## src/rtl/imem_line_fetcher.sv

```systemverilog
// Instruction-memory line fetcher: turns one fetch-stage line request into a
// single fixed-length read burst and returns the assembled line as a one-cycle response.
module imem_line_fetcher #(
    parameter int ADDR_WIDTH  = 64,
    parameter int DATA_WIDTH  = 64,
    parameter int BUFFER_SIZE = 512
) (
    input  logic                   clk,
    input  logic                   reset,
    input  logic [ADDR_WIDTH-1:0]  req_addr,
    input  logic                   req_valid,
    output logic [BUFFER_SIZE-1:0] resp_data,
    output logic [ADDR_WIDTH-1:0]  resp_addr,
    output logic                   resp_valid,
    output logic                   resp_err,
    output logic [ADDR_WIDTH-1:0]  mem_araddr,
    output logic [7:0]             mem_arlen,
    output logic                   mem_arvalid,
    input  logic                   mem_arready,
    input  logic [DATA_WIDTH-1:0]  mem_rdata,
    input  logic                   mem_rvalid,
    input  logic                   mem_rlast,
    input  logic [1:0]             mem_rresp,
    output logic                   mem_rready
);

    localparam int BEATS       = BUFFER_SIZE / DATA_WIDTH;
    localparam int LINE_BYTES  = BUFFER_SIZE / 8;
    localparam int OFFSET_BITS = $clog2(LINE_BYTES);
    localparam int CNT_WIDTH   = (BEATS > 1) ? $clog2(BEATS) : 1;
    localparam logic [CNT_WIDTH-1:0] LAST_BEAT = CNT_WIDTH'(BEATS - 1);
    localparam logic [7:0]           ARLEN     = 8'(BEATS - 1);

    typedef enum logic [1:0] {
        ST_IDLE = 2'd0,
        ST_ADDR = 2'd1,
        ST_DATA = 2'd2,
        ST_RESP = 2'd3
    } state_t;

    state_t                 r_state;
    logic [CNT_WIDTH-1:0]   r_cnt;
    logic                   r_armed;
    logic                   r_err;
    logic [ADDR_WIDTH-1:0]  r_base;
    logic [BUFFER_SIZE-1:0] r_resp_data;
    logic [ADDR_WIDTH-1:0]  r_resp_addr;
    logic                   r_resp_valid;
    logic                   r_resp_err;
    logic                   r_arvalid;
    logic                   r_rready;

    logic [ADDR_WIDTH-1:0]  w_line_base;
    logic                   w_last_beat;
    logic                   w_beat_err;

    assign w_line_base = {req_addr[ADDR_WIDTH-1:OFFSET_BITS], {OFFSET_BITS{1'b0}}};
    assign w_last_beat = (r_cnt == LAST_BEAT);
    // A misplaced or missing rlast is a framing error, but the line length is fixed by the counter.
    assign w_beat_err  = (mem_rresp != 2'b00)
                       | (mem_rlast & ~w_last_beat)
                       | (~mem_rlast & w_last_beat);

    assign resp_data   = r_resp_data;
    assign resp_addr   = r_resp_addr;
    assign resp_valid  = r_resp_valid;
    assign resp_err    = r_resp_err;
    assign mem_araddr  = r_base;
    assign mem_arlen   = ARLEN;
    assign mem_arvalid = r_arvalid;
    assign mem_rready  = r_rready;

    // Fetch FSM with its registered handshake strobes, line buffer and response fields.
    always_ff @(posedge clk) begin
        if (reset) begin
            r_state      <= ST_IDLE;
            r_cnt        <= {CNT_WIDTH{1'b0}};
            r_armed      <= 1'b1;
            r_err        <= 1'b0;
            r_base       <= {ADDR_WIDTH{1'b0}};
            r_resp_data  <= {BUFFER_SIZE{1'b0}};
            r_resp_addr  <= {ADDR_WIDTH{1'b0}};
            r_resp_valid <= 1'b0;
            r_resp_err   <= 1'b0;
            r_arvalid    <= 1'b0;
            r_rready     <= 1'b0;
        end else begin
            // A request level still held after its response must drop once before re-arming.
            if (!req_valid) begin
                r_armed <= 1'b1;
            end
            case (r_state)
                ST_IDLE: begin
                    if (req_valid && r_armed) begin
                        r_base    <= w_line_base;
                        r_cnt     <= {CNT_WIDTH{1'b0}};
                        r_err     <= 1'b0;
                        r_armed   <= 1'b0;
                        r_arvalid <= 1'b1;
                        r_state   <= ST_ADDR;
                    end
                end
                ST_ADDR: begin
                    if (mem_arready) begin
                        r_arvalid <= 1'b0;
                        r_rready  <= 1'b1;
                        r_state   <= ST_DATA;
                    end
                end
                ST_DATA: begin
                    if (mem_rvalid) begin
                        r_resp_data[r_cnt*DATA_WIDTH +: DATA_WIDTH] <= mem_rdata;
                        r_cnt <= r_cnt + {{(CNT_WIDTH-1){1'b0}}, 1'b1};
                        r_err <= r_err | w_beat_err;
                        if (w_last_beat) begin
                            r_rready     <= 1'b0;
                            r_resp_valid <= 1'b1;
                            r_resp_addr  <= r_base;
                            r_resp_err   <= r_err | w_beat_err;
                            r_state      <= ST_RESP;
                        end
                    end
                end
                ST_RESP: begin
                    r_resp_valid <= 1'b0;
                    r_state      <= ST_IDLE;
                end
                default: begin
                    r_arvalid    <= 1'b0;
                    r_rready     <= 1'b0;
                    r_resp_valid <= 1'b0;
                    r_state      <= ST_IDLE;
                end
            endcase
        end
    end

endmodule

```

## config.mk

```make
export PLATFORM = sky130hd
export DESIGN_NAME = imem_line_fetcher
export DESIGN_NICKNAME = d
export VERILOG_FILES = /design/src/rtl/imem_line_fetcher.sv
export SDC_FILE = /design/constraint.sdc
export NUM_CORES = 1
export LEC_CHECK = 0
export ABC_AREA = 1
export ABC_CLOCK_PERIOD_IN_PS = 6600
export BUFFER_PORTS_ARGS = -buffer_cell sky130_fd_sc_hd__buf_2
export CAP_MARGIN = 20
export CORE_AREA = 2 2 307 309
export DETAILED_ROUTE_END_ITERATION = 10
export DIE_AREA = 0 0 309 311
export GPL_TIMING_DRIVEN = 0
export PLACE_DENSITY = 0.5
export SYNTH_ARGS = -nofsm -noshare
export SYNTH_HDL_FRONTEND = slang
export SYNTH_SLANG_ARGS = --single-unit
```

## constraint.sdc

```tcl
create_clock -name clk -period 6.6 [get_ports clk]
set_clock_uncertainty 0.15 [all_clocks]
set_input_delay 0.66 -clock clk [delete_from_list [all_inputs] [get_ports clk]]
set_output_delay 0.66 -clock clk [all_outputs]
set_load 0.01 [all_outputs]
```

==> impl_metrics.csv, run 1 <==
group,metric,value,unit
yosys,asr_flop_ratio_synth,0,%
critical_path,worst_ep_required_time,7030,ps
cts,cts_sinks,639,
drt,ant_nets,0,
power_and_ir_drop,seq_power_share,36.5,%
power_and_ir_drop,sw_frac_of_total,36.1,%
critical_path,timing.setup.critical_path_class,"reg -> reg",
cts,post_cts_resized,0,
drt,detailedRoute.firstPassIterationCount,6,
cts,clk-insertion-delay-late,650,ps
cts,clock_tree.buffer_depth,3,
drt,routed_wl,134000,um
yosys,netlist_area,27000,sq um
die,die_x,309,um
sta,worst_hold_check_slack,107,ps
grt,first_global_vias,26800,
critical_path,cp-end-kind,"flop",
die,core-area,92800,sq um
yosys,yosys_warn_count,0,
drt,route.vias.total,28200,
place,place.detailed.instances,6056,
grt,grt_remaining_overflow,0,
run,cap_viol_max_count,0,
grt,global_route_wire_length_before_repair,188000,um
cts,postCtsSetupRepairBufs,0,
sta,timing_max_transition_violations_final,0,
layout,drive_above_1_share,20.7,%
yosys,synth_flop_cell,"dfxtp_1",
sta,grt_setup_unrepaired,"no",
critical_path,cp.arrival,4540,ps
grt,grt_use_total,26.9,%
critical_path,critical_path_peak_fanout,11,
place,gp_congestion,0.914,
yosys,mapped_avg_cell_area,6.71,sq um
drt,routed_via_density,4.56,
yosys,post_synth_edffs,0,
power_and_ir_drop,cell_internal_pwr,7.30,mW
cts,htree_levels,3,
yosys,yosys-top-cells-area,"dfxtp_1, nand2_1, nor2_1",
yosys,seq_area_frac_synth,47.4,%
sta,slew-limit-headroom,27.5,%
sta,post_route_setup_tns,0,ps
sta,timing.final.setup_violations,0,
layout,area_growth_syn_to_layout,30.0,%
die,placement_rows,112,
sta,final_hold_viol_count,0,
yosys,post_synth_num_cell_types,28,
layout,finalNonFillerCells,6197,
power_and_ir_drop,pwr-share-clk,38.7,%
power_and_ir_drop,total_switching_power,4.12,mW
die,start_util,29.1,%
sta,setup_ws,2490,ps
layout,n_fill_cell,10400,
grt,grt_max_degree,13,
yosys,synth_top_area_share,47.4,%
critical_path,startpoint_type,"flop",
place,port_buffers,760,
status,status,"complete, no violations",
drt,drc_violation_total_after_the_first_tritonroute_iteration,2012,
cts,tritoncts,"yes",
sta,maximum_clock_frequency,0.243,GHz
layout,layout.cells.most_common,"nand2_1",
power_and_ir_drop,p_per_area,326,nW/um^2
sta,worst_slew_pin_slew,1090,ps
yosys,yosysTopAreaCell,"dfxtp_1",
yosys,postSynthCellCount,4021,
grt,number_of_antenna_violations_at_the_first_check_in_global_routing,10,
sta,final_period_minus_worst_setup_slack,4110,ps
die,ios,788,
power_and_ir_drop,irDropWorstVdd,0.197,mV
hold_path,min_path_type,"in -> reg",
cts,postCtsHoldBufs,0,
die,design.die.area,96100,sq um
drt,drc_errors,0,
place,detailedPlacementHpwl,108000,um
yosys,synth_seq_cells,639,
layout,final_nets,5030,
sta,part_of_the_cycle_the_worst_path_needs,62.2,%
drt,detail_route.wl_per_cell,21.6,um
cts,cts_made_buffers,77,
cts,clock_slew_seen_by_the_registers_of_the_worst_setup_and_hold_paths,60,ps
layout,layout.cells.most_common_list,"nand2_1, nor2_1, buf_2",
critical_path,ff2ff_setup_slack,2490,ps
power_and_ir_drop,comb_power_share,24.8,%
layout,post_route_utilization,37.8,%
cts,clock_tree.root_cell,"clkbuf_16",
place,pre_cts_ws,2470,ps
die,dieHeight,311,um
power_and_ir_drop,p_leak,18.2,nW
[cell usage after synthesis, types with 21 or more instances]
cell type,number
a21oi_1,226
buf_1,25
buf_2,100
buf_4,21
clkbuf_1,159
dfxtp_1,639
inv_1,416
nand2_1,927
nand3_1,361
nor2_1,876
nor2b_1,48
nor3_1,108
o21ai_0,83
[stage by stage]
step | total power [mW] | area, sq um
floorplan | 5.82 | 27000
global placement | 7.05 | 32400
detailed placement | 7.08 | 32500
CTS | 11.5 | 35000
global route | 11.9 | 35100
finish | 11.4 | 35100
[power by group through the flow]
stage / logic, mW / registers, mW / clock network, mW
5_1_grt: 3.06 / 4.19 / 4.65
4_1_cts: 2.83 / 4.17 / 4.50
6_report: 2.83 / 4.17 / 4.42
3_3_place_gp: 2.80 / 4.25 / 0
3_5_place_dp: 2.82 / 4.26 / 0
2_1_floorplan: 1.52 / 4.30 / 0
[cell families after synthesis]
kind of cell	share of synthesized area (%)
buffers and inverters	11.0
AND/OR/NAND/NOR	35.2
AO/OA/AOI/OAI	5.81
flip-flops	47.4
adder cells (fa/ha/maj)	0.557
XOR/XNOR	0.0325
other	0.0278
[worst paths after layout]
path,cells past startpoint,endpoint,from
min,2,r_armed$_SDFF_PP1_,req_valid
max reg2reg,11,resp_data[491]$_SDFFE_PP0P_,r_cnt[0]$_SDFFE_PP0P_
min reg2reg,2,resp_addr[26]$_SDFFE_PP0P_,resp_addr[26]$_SDFFE_PP0P_
max,11,resp_data[491]$_SDFFE_PP0P_,r_cnt[0]$_SDFFE_PP0P_
[cell type report]
| cell class | instances | area (sq um) | share of cell area [%] |
|---|---|---|---|
| flip-flops and latches | 639 | 12800 | 36.5 |
| multi-input cells | 2672 | 11300 | 32.2 |
| repair buffers | 764 | 3840 | 11.0 |
| clock buffers | 117 | 2350 | 6.71 |
| inverters | 420 | 1580 | 4.50 |
| well taps | 1254 | 1570 | 4.48 |
| plain buffers | 308 | 1380 | 3.94 |
| clock inverters | 22 | 244 | 0.696 |
| diodes | 1 | 2.50 | 0.00714 |
[per-layer routing]
metal | part of all wire [%] | GRT usage, % | up-vias
met3 | 9.9 | 9.45 | 211
met4 | 3.2 | 8.42 | 8
met2 | 48 | 46.9 | 1042
li1 | - | - | 14000
met1 | 38 | 30.4 | 13000
met5 | 0.044 | 0 | -
[worst max-delay path, cell delays in order (launching register included)]
cell,delay (ps)
dfxtp_1,330
buf_2,230
inv_2,180
clkbuf_1,560
ha_1,420
inv_1,120
clkbuf_1,700
clkbuf_1,820
nand3_1,200
nand3_1,140
nand2_1,80
nor2_1,110
[registers in the layout, indices dropped and copies added (netlist names)]
register / count
mem_araddr: 58
mem_arvalid: 1
mem_rready: 1
r_armed: 1
r_cnt: 3
r_err: 1
r_state: 2
resp_addr: 58
resp_data: 512
resp_err: 1
resp_valid: 1
Note: power is estimated with default switching activity, not from simulation.
==> run 2, diff against run 1 <==
--- a/config.mk
+++ b/config.mk
@@ -6,14 +6,14 @@
 export NUM_CORES = 1
 export LEC_CHECK = 0
 export ABC_AREA = 1
-export ABC_CLOCK_PERIOD_IN_PS = 6600
+export ABC_CLOCK_PERIOD_IN_PS = 4300
 export BUFFER_PORTS_ARGS = -buffer_cell sky130_fd_sc_hd__buf_2
 export CAP_MARGIN = 20
-export CORE_AREA = 2 2 307 309
+export CORE_AREA = 2 2 310 312
 export DETAILED_ROUTE_END_ITERATION = 10
-export DIE_AREA = 0 0 309 311
+export DIE_AREA = 0 0 312 314
 export GPL_TIMING_DRIVEN = 0
-export PLACE_DENSITY = 0.5
+export PLACE_DENSITY = 0.49
 export SYNTH_ARGS = -nofsm -noshare
 export SYNTH_HDL_FRONTEND = slang
 export SYNTH_SLANG_ARGS = --single-unit
==> constraint.sdc (replaced) <==
create_clock -name clk -period 4.3 [get_ports clk]
set_clock_uncertainty 0.15 [all_clocks]
set_input_delay 0.43 -clock clk [delete_from_list [all_inputs] [get_ports clk]]
set_output_delay 0.43 -clock clk [all_outputs]
set_load 0.01 [all_outputs]
==> impl_metrics.csv, run 2 (synthesis gave the netlist of run 1 again) <==
group,metric,value,unit
status,status,"complete, no violations",
sta,part_of_the_cycle_the_worst_path_needs,89.4,%
cts,clk-insertion-delay-late,650,ps
grt,grt_use_total,26.4,%
layout,layout.cells.most_common,"nand2_1",
die,die_x,312,um
cts,htree_levels,3,
drt,drc_violation_total_after_the_first_tritonroute_iteration,1678,
power_and_ir_drop,p_per_area,488,nW/um^2
critical_path,timing.setup.critical_path_class,"reg -> reg",
critical_path,cp-end-kind,"flop",
sta,worst_slew_pin_slew,1080,ps
die,placement_rows,113,
drt,routed_wl,134000,um
cts,tritoncts,"yes",
grt,number_of_antenna_violations_at_the_first_check_in_global_routing,5,
die,core-area,94400,sq um
power_and_ir_drop,total_power,17.4,mW
sta,maximum_clock_frequency,0.260,GHz
layout,post_route_utilization,37.8,%
die,dieHeight,314,um
place,port_buffers,760,
critical_path,worst_ep_required_time,4670,ps
critical_path,cp.arrival,4210,ps
cts,post_cts_resized,0,
place,dpl-instance-area,32500,sq um
place,detailedPlacementHpwl,108000,um
grt,grt_remaining_overflow,0,
cts,cts_made_buffers,78,
sta,final_hold_viol_count,0,
layout,layout.cells.most_common_list,"nand2_1, nor2_1, buf_2",
sta,post_route_setup_tns,0,ps
grt,global_route_wire_length_before_repair,189000,um
hold_path,min_path_type,"in -> reg",
place,gp_congestion,0.909,
sta,timing_max_transition_violations_final,0,
layout,seqCellArea,12800,sq um
drt,ant_nets,0,
power_and_ir_drop,p_leak,18.5,nW
drt,detail_route.wl_per_cell,21.3,um
grt,grt_max_degree,13,
cts,clock_tree.root_cell,"clkbuf_16",
cts,clock_slew_seen_by_the_registers_of_the_worst_setup_and_hold_paths,60,ps
sta,slew-limit-headroom,27.9,%
die,design.die.area,98000,sq um
layout,postLayoutCellArea,35700,sq um
sta,timing.final.setup_violations,0,
layout,largest_register_ffs,512,
run,cap_viol_max_count,0,
drt,routed_via_density,4.53,
power_and_ir_drop,irDropWorstVdd,0.301,mV
place,pre_cts_ws,59.1,ps
grt,first_global_vias,27000,
drt,route.vias.total,28400,
layout,final_nets,5096,
critical_path,ff2ff_setup_slack,450,ps
critical_path,startpoint_type,"flop",
die,ios,788,
cts,clock_tree.buffer_depth,3,
drt,detailedRoute.firstPassIterationCount,5,
layout,n_fill_cell,10600,
sta,final_period_minus_worst_setup_slack,3850,ps
critical_path,critical_path_peak_fanout,18,
cts,cts_sinks,639,
sta,setup_ws,454,ps
layout,drive_above_1_share,20.3,%
sta,grt_setup_unrepaired,"no",
cts,postCtsSetupRepairBufs,0,
layout,multi_input_comb_area,11300,sq um
layout,area_growth_syn_to_layout,32.4,%
drt,drc_errors,0,
die,start_util,28.6,%
-- run 2: changes by cell type in the layout (fill, tap and decap cells not counted), moves of 2 or more --
| cell | delta |
|---|---|
| clkinvlp_4 | -2 |
| clkbuf_1 | +2 |
| clkbuf_16 | -2 |
| clkinv_2 | +3 |
| clkbuf_8 | -3 |
| dlygate4sd3_1 | +67 |
| clkinv_8 | +4 |
-- run 2: final cells by class --
cell class | count | share of cell area (%)
Tap cell | 1265 | 4.43
Antenna cell | 1 | 0.00701
Sequential cell | 639 | 35.8
Clock buffer | 115 | 6.36
Multi-Input combinational cell | 2672 | 31.6
Timing Repair Buffer | 830 | 12.6
Inverter | 420 | 4.42
Buffer | 307 | 3.86
Clock inverter | 25 | 0.817
-- run 2: path summary, 6_finish.rpt --
path | from | endpoint | cells after the start
worst min register to register | resp_addr[14]$_SDFFE_PP0P_ | resp_addr[14]$_SDFFE_PP0P_ | 2
worst max-delay path | r_cnt[0]$_SDFFE_PP0P_ | resp_data[379]$_SDFFE_PP0P_ | 13
worst min-delay path | mem_rdata[5] | resp_data[261]$_SDFFE_PP0P_ | 5
worst max register to register | r_cnt[0]$_SDFFE_PP0P_ | resp_data[379]$_SDFFE_PP0P_ | 13
-- run 2: worst max-delay path, cell delays in order (launching register included) --
cell and delay [ps]:
dfxtp_1 350, buf_2 320, inv_2 260, ha_1 300, ha_1 270, buf_4 170, inv_2 280, nand2_1 210
nor2_4 340, nand2_1 110, buf_2 210, clkbuf_1 270, o21ai_0 390, nor2_1 70
-- run 2: per-stage QoR --
step	hold slack, ps	std cells
3_5_place_dp	302	6067
3_3_place_gp	295	6064
5_1_grt	26.3	6273
2_1_floorplan	295	4039
4_1_cts	0.192	6274
6_report	48.2	6274
-- run 2: what timing repair did --
item	in CTS	in global routing
hold buffers	67	0
endpoints found under the hold margin	68	0
endpoints found under the setup margin	0	6
-- run 2: report_power, final --
group          switching, mW  internal (mW)  leakage (nW)  total (mW)
registers              0.211           6.20          5.16        6.41
clock network           2.77           3.91          1.26        6.67
logic                   3.30           1.03          12.0        4.33
total                   6.28           11.1          18.5        17.4
-- run 2: metal layers --
layer	track usage (%)	up-vias	routed length [um]
met1	30.4	13100	53200
met4	7.79	0	4230
met5	0	-	0
met2	46.7	975	65200
li1	-	14100	-
met3	8.12	181	11100
